## src/rtl/z80_int_ctrl.sv

```systemverilog
// Vectored, prioritised interrupt controller for the Z80 core: edge-latched requests, nesting via ISR, 4-register I/O window.
// Optional RETI (ED 4D) opcode snooping is compiled in with `define Z80_INT_CTRL_RETI_DETECT_EN.
module z80_int_ctrl #(
  parameter int          N_SRC    = 8,
  parameter logic [7:0]  IO_BASE  = 8'h40,
  parameter logic [7:0]  VEC_BASE = 8'h80
) (
  input  logic             CLK,
  input  logic             RESET_N,
  input  logic [N_SRC-1:0] IRQ,
  input  logic [15:0]      ADDR,
  input  logic [7:0]       DO,
  input  logic [7:0]       DI,
  input  logic             WR,
  input  logic             IORQ,
  input  logic             MREQ,
  input  logic             M1,
  output logic             INT,
  output logic [7:0]       DATA_OUT,
  output logic             DATA_OE
);

  typedef enum logic [1:0] {S_IDLE, S_REQ, S_ACK} state_t;

  localparam logic [3:0] SPUR_ID = 4'(N_SRC);

  state_t             r_state, w_state_nxt;
  logic [N_SRC-1:0]   r_irq_q, r_pend, r_mask, r_isr;
  logic [N_SRC-1:0]   w_pend_nxt, w_isr_nxt, w_isr_low, w_id_onehot;
  logic [3:0]         r_id, w_cand_id;
  logic               r_int, r_wr_q;
  logic               w_cand_vld, w_blk, w_low_found;
  logic               w_sel, w_ack, w_wr_fire, w_freeze, w_ack_done;
  logic               w_mask_we, w_pend_w1c, w_eoi_wr, w_eoi, w_reti;
  logic [7:0]         w_rd_dat, w_vec;

  assign w_sel      = IORQ & ~M1 & (ADDR[7:2] == IO_BASE[7:2]);
  assign w_ack      = M1 & IORQ;
  assign w_wr_fire  = w_sel & WR & ~r_wr_q;
  assign w_mask_we  = w_wr_fire & (ADDR[1:0] == 2'd0);
  assign w_pend_w1c = w_wr_fire & (ADDR[1:0] == 2'd1);
  assign w_eoi_wr   = w_wr_fire & (ADDR[1:0] == 2'd2);
  assign w_eoi      = w_eoi_wr | w_reti;

  // Candidate must sit strictly above (lower index than) the highest-priority level in service.
  always_comb begin
    w_cand_vld  = 1'b0;
    w_cand_id   = 4'd0;
    w_blk       = 1'b0;
    w_isr_low   = '0;
    w_low_found = 1'b0;
    w_id_onehot = '0;
    for (int i = 0; i < N_SRC; i++) begin
      if (r_isr[i]) w_blk = 1'b1;
      if (!w_blk && !w_cand_vld && r_pend[i] && !r_mask[i]) begin
        w_cand_vld = 1'b1;
        w_cand_id  = 4'(i);
      end
      if (r_isr[i] && !w_low_found) begin
        w_low_found  = 1'b1;
        w_isr_low[i] = 1'b1;
      end
      w_id_onehot[i] = (r_id == 4'(i));
    end
  end

  always_comb begin
    w_state_nxt = r_state;
    w_freeze    = 1'b0;
    w_ack_done  = 1'b0;
    case (r_state)
      S_IDLE: begin
        if (w_ack) begin
          w_state_nxt = S_ACK;
          w_freeze    = 1'b1;
        end else if (w_cand_vld) begin
          w_state_nxt = S_REQ;
        end
      end
      S_REQ: begin
        if (w_ack) begin
          w_state_nxt = S_ACK;
          w_freeze    = 1'b1;
        end else if (!w_cand_vld) begin
          w_state_nxt = S_IDLE;
        end
      end
      S_ACK: begin
        if (!w_ack) begin
          w_state_nxt = S_IDLE;
          w_ack_done  = 1'b1;
        end
      end
      default: w_state_nxt = S_IDLE;
    endcase
  end

  // A new edge wins over a same-cycle clear; the ack's ISR set lands after the EOI clear.
  always_comb begin
    w_pend_nxt = r_pend;
    if (w_pend_w1c) w_pend_nxt = w_pend_nxt & ~DO[N_SRC-1:0];
    if (w_ack_done) w_pend_nxt = w_pend_nxt & ~w_id_onehot;
    w_pend_nxt = w_pend_nxt | (IRQ & ~r_irq_q);

    w_isr_nxt = r_isr;
    if (w_eoi)      w_isr_nxt = w_isr_nxt & ~w_isr_low;
    if (w_ack_done) w_isr_nxt = w_isr_nxt | w_id_onehot;
  end

  always_ff @(posedge CLK or negedge RESET_N) begin
    if (!RESET_N) begin
      r_state <= S_IDLE;
      r_irq_q <= '0;
      r_pend  <= '0;
      r_mask  <= '1;
      r_isr   <= '0;
      r_id    <= 4'd0;
      r_int   <= 1'b0;
      r_wr_q  <= 1'b0;
    end else begin
      r_state <= w_state_nxt;
      r_irq_q <= IRQ;
      r_pend  <= w_pend_nxt;
      r_isr   <= w_isr_nxt;
      r_int   <= (w_state_nxt == S_REQ);
      r_wr_q  <= w_sel & WR;
      if (w_mask_we) r_mask <= DO[N_SRC-1:0];
      if (w_freeze)  r_id   <= w_cand_vld ? w_cand_id : SPUR_ID;
    end
  end

  always_comb begin
    w_rd_dat = 8'h00;
    case (ADDR[1:0])
      2'd0:    w_rd_dat[N_SRC-1:0] = r_mask;
      2'd1:    w_rd_dat[N_SRC-1:0] = r_pend;
      2'd3:    w_rd_dat[N_SRC-1:0] = r_isr;
      default: w_rd_dat = 8'h00;
    endcase
  end

  assign w_vec = VEC_BASE + {3'b000, r_id, 1'b0};

  always_comb begin
    DATA_OE  = 1'b0;
    DATA_OUT = 8'h00;
    if (RESET_N) begin
      if ((r_state == S_ACK) && w_ack) begin
        DATA_OE  = 1'b1;
        DATA_OUT = w_vec;
      end else if (w_sel && !WR) begin
        DATA_OE  = 1'b1;
        DATA_OUT = w_rd_dat;
      end
    end
  end

  assign INT = r_int;

`ifdef Z80_INT_CTRL_RETI_DETECT_EN
  logic       r_m1_q, r_fetch_vld, r_ed_seen;
  logic [7:0] r_fetch_byte;
  logic       w_m1_fall;
  logic       w_unused_bits;

  assign w_m1_fall     = r_m1_q & ~M1;
  assign w_reti        = w_m1_fall & r_fetch_vld & r_ed_seen & (r_fetch_byte == 8'h4D);
  assign w_unused_bits = ^ADDR[15:8];

  // Opcode byte is captured while M1&MREQ is up and judged when M1 falls.
  always_ff @(posedge CLK or negedge RESET_N) begin
    if (!RESET_N) begin
      r_m1_q       <= 1'b0;
      r_fetch_vld  <= 1'b0;
      r_ed_seen    <= 1'b0;
      r_fetch_byte <= 8'h00;
    end else begin
      r_m1_q <= M1;
      if (M1 && MREQ) begin
        r_fetch_vld  <= 1'b1;
        r_fetch_byte <= DI;
      end else if (w_m1_fall) begin
        r_fetch_vld <= 1'b0;
      end
      if (w_m1_fall && r_fetch_vld) r_ed_seen <= ~r_ed_seen & (r_fetch_byte == 8'hED);
    end
  end
`else
  logic w_unused_bits;
  assign w_reti        = 1'b0;
  assign w_unused_bits = ^{ADDR[15:8], DI, MREQ};
`endif

endmodule

```

## config.mk

```make
export PLATFORM = sky130hd
export DESIGN_NAME = z80_int_ctrl
export DESIGN_NICKNAME = d
export VERILOG_FILES = /design/src/rtl/z80_int_ctrl.sv
export SDC_FILE = /design/constraint.sdc
export NUM_CORES = 1
export LEC_CHECK = 0
export ABC_AREA = 1
export BUFFER_PORTS_ARGS = -buffer_cell sky130_fd_sc_hd__buf_2
export CAP_MARGIN = 10
export CORE_MARGIN = 1
export CORE_UTILIZATION = 50
export DETAILED_ROUTE_END_ITERATION = 16
export GPL_TIMING_DRIVEN = 1
export PLACE_DENSITY = 0.75
export SLEW_MARGIN = 20
export SYNTH_ARGS = -nofsm -noshare
export SYNTH_HDL_FRONTEND = slang
export SYNTH_SLANG_ARGS = --single-unit
```

## constraint.sdc

```tcl
create_clock -name CLK -period 3.5 [get_ports CLK]
set_input_delay 0.35 -clock CLK [delete_from_list [all_inputs] [get_ports CLK]]
set_output_delay 0.35 -clock CLK [all_outputs]
set_load 0.02 [all_outputs]
```

---- Yosys cells after proc, flatten, opt, wreduce, memory -nomap -nowiden ----
Cells that the tools add are included.
word-level totals
  register bits after elaboration ......... 40
  bits of input ports ..................... 46
  output and inout bits ................... 10
  logic and storage cells ................. 167
cells by class
  add/subtract/negate cells ............... 1
  eq/ne operators ......................... 14
  mux-type cells .......................... 58
  bitwise logic cells ..................... 20
  reduce and logical (&&, ||, !) cells .... 66
operator list
  cell                 count
  $mux 8               7
  $mux 1               37
  $and 8x8->8          4
  $logic_and 1x1->1    32
  $not 8->8            4
  $logic_not 1->1      30
  $mux 4               7
  $pmux 8 s3           1
  $eq 4x3->1 const B   4
  $or 8x8->8           2
  $mux 2               5
  $add 8x5->8 const A  1
  $and 1x1->1          8
  $eq 4x2->1 const B   2
  $eq 2x1->1 const B   3
  $eq 2x2->1 const B   3
  $eq 6x5->1 const B   1
  $pmux 2 s3           1
  $eq 4x1->1 const B   1
  $logic_not 2->1      2
  $logic_not 4->1      1
  $not 1->1            2
  $reduce_or 2->1      1

---- Logic depth before layout (Yosys ltp) ----
Gate-level depths: netlist (run 1).
  word-level depth ........................ 44
  gate-level depth with buffers ........... 11
  depth with buffers taken out ............ 11

---- Worst setup path before layout (run 1) ----
No wires, ideal clock.
  path kind ............................... input-to-output
  from .................................... input port ADDR[3]
  to ...................................... output port DATA_OUT[1]
  arrival ................................. 1423 ps
  required time ........................... 3150 ps
  path slack .............................. 1727 ps
  stages .................................. 6
  buffers on the path ..................... 0
  cells stage by stage .................... nor2_1 nand4_1 or2_1 nor2_2 nand3_2 o22ai_1
between the ends
  cells in the longest elaborated chain, start to end .. 6
RTL lines
  what                RTL line  text
  start: declaration  11        input logic [15:0] ADDR,
  $eq 6x5->1          37        assign w_sel = IORQ & ~M1 & (ADDR[7:2] == IO_BASE[7:2]);
  $and 1x1->1         37
  $logic_and 1x1->1   151       end else if (w_sel && !WR) begin
  $mux 8              151
  $mux 8              148       if ((r_state == S_ACK) && w_ack) begin
  $mux 8              147       if (RESET_N) begin
  end: declaration    19        output logic [7:0] DATA_OUT,
Every way passes these cells.

---- Worst setup path in the final report (run 1) ----
  from .................................... input port ADDR[0]
  to ...................................... output port DATA_OUT[1]
between the ends
  cells in the longest elaborated chain, start to end .. 5
  elaborated cells between the ends (all ways) .. 7
  those cells by class .................... 2 x eq/ne; 4 x mux; 1 x reduce/logical
RTL lines
  what                                RTL line  text
  $eq 2x2->1 (tied with other cells)  134       case (ADDR[1:0])
  $pmux 8 s3 *                        134
  $mux 8 *                            151
  $mux 8 *                            148
  $mux 8 *                            147
Mark *: on every way between the ends. The rest lies on a longest branch, timed or not.

==> results of run 1 <==
-- critical path: cells and delay by family --
family                 cells  cell delay [ns]
AO/OA/AOI/OAI              3             0.40
buffers and inverters      4             0.57
AND/OR/NAND/NOR            1             0.36
-- cell type report --
class,instances,area (sq um)
clock buffer,6,82.58
clock inverter,2,10.01
fill,380,1575
inverter,53,198.9
multi-input combinational,179,919.6
sequential,40,1011
tap,50,62.56
timing repair buffer,39,197.7
-- power by group through the flow --
stage | sequential, uW | clock, uW | combinational [uW]
2_1_floorplan | 604 | 0 | 349
3_3_place_gp | 609 | 0 | 449
3_5_place_dp | 613 | 0 | 458
4_1_cts | 605 | 322 | 461
5_1_grt | 616 | 341 | 518
6_report | 604 | 314 | 460
-- per-stage QoR --
step | util, % | cells | hold WS, ns
floorplan | - | 273 | 0.05441
global placement | 58.90 | 361 | 0.3510
detailed placement | 58.90 | 361 | 0.3533
CTS | 61.18 | 369 | 0.03515
global route | 61.18 | 369 | 0.04318
finish | 61.18 | 369 | 0.02716
-- cells in the final DEF, fill, tap and decap left out --
cell type / n
nor2_1: 36
nand4_1: 3
a21oi_1: 5
nand4_2: 1
buf_2: 38
o21ai_1: 10
nand3_1: 12
o21bai_1: 1
nor2_2: 7
nand3_2: 7
o211ai_1: 1
nand2_2: 2
inv_1: 53
a221oi_1: 3
nand3b_2: 1
nor3_1: 1
a21boi_0: 1
clkbuf_8: 6
o21ai_0: 21
nor2_4: 4
clkinv_2: 2
or2_2: 1
nand2_1: 47
buf_4: 1
dfrtp_1: 32
o22ai_1: 14
or2_1: 1
dfstp_2: 8
-- registers in the layout, summed over array words and instances (netlist names) --
name,flops
r_isr,8
r_irq_q,8
r_id,4
r_wr_q,1
r_mask,8
r_pend,8
r_state,2
INT,1
-- logic make-up after synthesis --
family | Yosys count | share of synthesized area, %
AOI/OAI and AO/OA | 56 | 14.83
buffers and inverters | 54 | 9.554
DFF | 40 | 47.36
and+or+nand+nor | 123 | 28.25
-- path summary, 6_finish.rpt --
kind                                            from               endpoint  slack (ns)  depth (start not counted)
worst min register to register  r_irq_q[2]$_DFF_PN0_    r_pend[2]$_DFF_PN0_        0.43                          1
max in group asynchronous                    RESET_N  r_mask[5]$_DFFE_PN1P_        2.75                          2
worst max-delay path                         ADDR[0]            DATA_OUT[1]        1.47                          8
worst min-delay path                         RESET_N     r_isr[1]$_DFF_PN0_        0.03                          1
worst max register to register    r_isr[0]$_DFF_PN0_    r_id[1]$_DFFE_PN0P_        1.97                         10
min in group CLK                              IRQ[4]   r_irq_q[4]$_DFF_PN0_        0.17                          1
-- metal layers --
metal / GRT usage (%) / vias up / part of all wire, %
li1: - / 964 / -
met2: 37.13 / 61 / 46
met5: 0 / - / 0
met1: 30.30 / 815 / 45
met4: 12.23 / 0 / 1.9
met3: 5.743 / 8 / 7.2
==> impl_metrics.tcl, run 1 <==
set metrics [dict create \
    slew_viol_final 0 \
    peakVddDrop_uv 345.8 \
    wirelength_um 4647 \
    synthFlopType "dfrtp_1" \
    fin_area_sq_mm 0.002482 \
    max_clock_freq_mhz 493.3 \
    final_critical_path_setup_slack_ns 1.473 \
    diodes 0 \
    rows 23 \
    drive_above_1_share_pct 24.45 \
    ys_ff_latch 40 \
    first_iter_violations 172 \
    finalSetupViolations 0 \
    synth_nets 319 \
    ctsHtreeMaxLevel 2 \
    synthCells 273 \
    synth_top_area_share_pct 37.51 \
    ant_nets 0 \
    tightest_slew_ns 0.5166 \
    period_share_pct 57.92 \
    cp.arrival_ns 1.68 \
    cts_resized 0 \
    ios 56 \
    cp_slowest_cell "nor2_1" \
    hold_buffers 0 \
    leakage_uw 0.001295 \
    hold_path.class "in -> async" \
    synth_top_cell_by_area "dfrtp_1" \
    total_power_uw 1378 \
    worst-path-max-fanout 6 \
    critPathCaptureType "output pin" \
    ys_top_cells_by_area "dfrtp_1 (38%), dfstp_2 (9.8%), inv_1 (9.3%)" \
    fin_crit_ns 2.027 \
    yosysMostFrequentCell "inv_1" \
    grt_max_degree 25 \
    gp_congestion 0.9451 \
    clkPwrFrac_pct 22.8 \
    synthArstFlopShare_pct 100.0 \
    die_area_sq_mm 0.004535 \
    clock_path_buffers 2 \
    switching_share_pct 37.59 \
    clkTransAtPathRegs_ns 0.07 \
    clockRootBuffer "clkbuf_8" \
    coreArea_sq_mm 0.004058 \
    post_cts_buffers 0 \
    internal-power_uw 860.1 \
    outcome "completed" \
    grt_pass1_wl_um 7672 \
    cts_sinks 40 \
    p_per_area_mw_per_mm2 555.2 \
    syn_to_final_growth_pct 16.30 \
    netlist_area_sq_mm 0.002135 \
    vias 1848 \
    start_util_pct 52.61 \
    post_drt_wl_per_cell_um 12.59 \
    worst_skew_pair.late_latency_ns 0.29 \
    first_pass_iters 4 \
    fin_nets 364 \
    synth_cell_types 25 \
    vias_per_cell 5.008 \
    synth_edf_count 0 \
    route.detailed.drc 0 \
    crit_chain "buf_2 > inv_1 > nor2_1 > inv_1 > o21ai_0 > a21oi_1 > o22ai_1 > buf_2" \
    startpoint_type "primary input" \
    cts_tree "done" \
    die_h_um 67.34 \
    pre_cts_slack_ns 1.459 \
    rsz0062_at_grt "false" \
    grt_pass1_vias 1740 \
    synth_common_cells "inv_1 (53), nand2_1 (47), nor2_1 (36)" \
    cts_buffers 5 \
    syn_area_per_cell_sq_um 7.819 \
    slew_headroom_pct 65.56 \
    path_class "in -> out" \
    port_buffers 38 \
    seqPwrFrac_pct 43.8 \
    combPwrFrac_pct 33.4 \
    hold_viol_final 0 \
    yosysSeqAreaShare_pct 47.36 \
    finClkSkew_ns 0.002327 \
    p_sw_uw 518.1 \
    drv_cap 0 \
    fin_tns_setup_ns 0 \
    cpPeakStageDelay_ns 0.36 \
    hpwl_um 3546 \
    antenna_found_initial 0 \
    die_w_um 67.34 \
    yosysWarnings 0 \
    grt-ovfl-total 0 \
    worstPathRequired_ns 3.15 \
    placed_area_sq_mm 0.002390 \
    grt_usage_pct 23.70 \
]
Note: power is estimated with default switching activity, not from simulation.
==> run 2, diff against run 1 <==
Settings changed: ABC_AREA 1 to 0, CORE_UTILIZATION 50 to 47, PLACE_DENSITY 0.75 to 0.74.
Clock period 3.5 ns to 1.6 ns, I/O delays scaled along.
==> run 2 against run 1 <==
Compared with the run above:
- the run now ends with negative setup slack left
- clock power is 130% higher
- synthesized cell count is 24% lower
- power is 140% higher
- cell area is 21% higher
- combinational power grew to 2.7 times the previous value
- largest power group unchanged
- non-clock buffer count is 48 higher
- cell count is 6.2% lower
- hold slack better by 0.066 ns
- highest routed layer unchanged
- worst setup slack worse by 1.7 ns
- largest cell class is now multi-input gates
- via count is 3.8% higher
- synthesized area is 0.82% higher
==> impl_metrics.tcl, run 2 <==
set metrics [dict create \
    worst-path-max-fanout 5 \
    hold_path.class "in -> reg" \
    layout.cells.most_common "buf_4" \
    post_drt_wl_per_cell_um 15.50 \
    failed_checks "negative setup slack" \
    critPathCaptureType "register" \
    finClkSkew_ns 0.002722 \
    path_class "reg -> reg" \
    worst_skew_pair.late_latency_ns 0.30 \
    grt-ovfl-total 0 \
    route.detailed.drc 0 \
    coreArea_sq_mm 0.004384 \
    synth_common_cells "dfrtp_1 (32), nand2_1 (26), nor2_1 (11)" \
    ios 56 \
    gp_congestion 0.8598 \
    peakVddDrop_uv 747.3 \
    slew_viol_final 0 \
    register_area_sq_mm 0.001011 \
    final_cell_mix "buf_4 (37), dfrtp_1 (32), buf_2 (30), nand2_1 (25), o21ai_1 (12)" \
    multi_input_area_sq_mm 0.001134 \
    die_w_um 69.67 \
    worstPathRequired_ns 1.79 \
    n_fill_cell 340 \
    ctsHtreeMaxLevel 2 \
    synthCells 207 \
    yosysWarnings 0 \
    synth_top_area_share_pct 37.21 \
    grt_pass1_vias 1849 \
    p_per_area_mw_per_mm2 1095 \
    ant_nets 0 \
    clkTransAtPathRegs_ns 0.08 \
    outcome "finished, violations left" \
    tightest_slew_ns 0.4110 \
    antenna_found_initial 0 \
    rr_startpoint "r_isr[0]$_DFF_PN0_" \
    cts_sinks 40 \
    drv_cap 0 \
    grt_usage_pct 22.89 \
    finalSetupViolations 13 \
    ys_top_cells_by_area "dfrtp_1 (37%), dfstp_2 (9.8%), nand2_1 (4.5%)" \
    holdWs_ns 0.09289 \
    fin_crit_ns 1.820 \
    die_area_sq_mm 0.004853 \
    synth_cell_types 53 \
    synth_edf_count 0 \
    diodes 0 \
    ys_ff_latch 40 \
    final_critical_path_setup_slack_ns -0.2199 \
    first_pass_iters 4 \
    yosysSeqAreaShare_pct 46.98 \
    fin_nets 339 \
    hpwl_um 3858 \
    die_h_um 69.67 \
    clockRootBuffer "clkbuf_8" \
    synthArstFlopShare_pct 100.0 \
    period_share_pct 113.7 \
    grt_pass1_wl_um 8576 \
    leakage_uw 0.001414 \
    worstHoldStart "DO[3]" \
    wirelength_um 5362 \
    post-place-cells 323 \
    rows 24 \
    vias_per_cell 5.543 \
    cts_tree "done" \
    drive_above_1_share_pct 41.50 \
    max_clock_freq_mhz 549.5 \
    hold_viol_final 0 \
    slew_headroom_pct 72.60 \
    clock_path_buffers 2 \
    yosysMostFrequentCell "dfrtp_1" \
    port_buffers 38 \
    startpoint_type "register" \
    synth_top_cell_by_area "dfrtp_1" \
    netlist_area_sq_mm 0.002152 \
    synth_nets 253 \
    syn_area_per_cell_sq_um 10.40 \
    cts_buffers 5 \
    start_util_pct 49.09 \
    grt_max_degree 31 \
    cp.arrival_ns 2.01 \
    syn_to_final_growth_pct 39.13 \
    finish.utilization_pct 68.29 \
    rsz0062_at_grt "true" \
    vias 1918 \
    first_iter_violations 92 \
    startpoint "r_isr[0]$_DFF_PN0_" \
    synthFlopType "dfrtp_1" \
    instances_no_fill 346 \
    fin_tns_setup_ns -1.158 \
]
==> run 2: cell count changes in the layout (fill, tap and decap cells not counted), sizes merged, moves of 8 or more <==
cell	change
inv	-43
buf	+38
nor2	-36
nand2	-23
nand3	-18
o21ai	-13
o22ai	-13
dlygate4sd3	+10
mux2	+9
mux2i	+8
o311ai	+8
==> run 2: stage by stage <==
step           setup WS (ns)  instance area [sq um]  power (uW)
6_report             -0.2199                   2994        3278
5_1_grt              -0.2560                   2994        3454
4_1_cts              -0.2141                   2925        3237
3_5_place_dp         -0.3162                   2636        2441
3_3_place_gp         -0.2854                   2636        2411
2_1_floorplan        -0.2357                   2152        1987
==> run 2: timing repair <==
| item | CTS | global route |
|---|---|---|
| hold endpoints to repair | 17 | 0 |
| pin swaps | 5 | 6 |
| hold buffers | 10 | 0 |
| resized for setup | 23 | 19 |
| setup endpoints to repair | 18 | 21 |
| setup buffers | 3 | 2 |
==> run 2: layout make-up <==
type | count | share of cell area (%)
multi-input combinational | 149 | 37.86
timing repair buffer | 87 | 21.69
clock inverter | 2 | 0.5015
tap | 52 | 2.173
sequential | 40 | 33.77
inverter | 10 | 1.254
clock buffer | 6 | 2.758
==> run 2: report_power, final <==
| part | switching (uW) | internal [uW] | leakage (uW) |
|---|---|---|---|
| Sequential | 156 | 1180 | 0.000453 |
| Clock | 366 | 349 | 0.0000434 |
| Combinational | 593 | 632 | 0.000917 |
| Total | 1120 | 2160 | 0.00141 |
==> run 2: logic make-up (layout without fill, tap and decap cells) <==
group | count (synthesis) | in the layout | share of synthesized area (%)
simple gates | 83 | 83 | 23.90
compound gates | 49 | 49 | 17.15
mux | 17 | 17 | 8.431
flops | 40 | 40 | 46.98
buf+inv | 18 | 105 | 3.546
==> run 2: layer usage <==
metal	track usage [%]	share of wire [%]	routed length, um	vias to the layer above
met5	0	0	0	-
met4	9.556	2.3	121	0
met3	4.797	4.5	242	12
met2	37.11	48	2561	56
met1	29.89	45	2437	918
li1	-	-	-	932
==> run 2: final timing paths <==
path / cells after the start / slack, ns / end
min in group asynchronous: 2 / 0.30 / r_wr_q$_DFF_PN0_
max reg2reg: 4 / -0.22 / r_id[3]$_DFFE_PN0P_
min reg2reg: 1 / 0.41 / r_pend[0]$_DFF_PN0_
max in group asynchronous: 3 / 0.78 / r_mask[5]$_DFFE_PN1P_
max: 4 / -0.22 / r_id[3]$_DFFE_PN0P_
min: 2 / 0.09 / r_mask[3]$_DFFE_PN1P_
==> run 2: critical path, cell delays in order (launching register included) <==
cell	delay (ns)
dfrtp_1	0.39
or4_4	0.60
a211o_1	0.30
nor4b_4	0.15
mux2_2	0.27
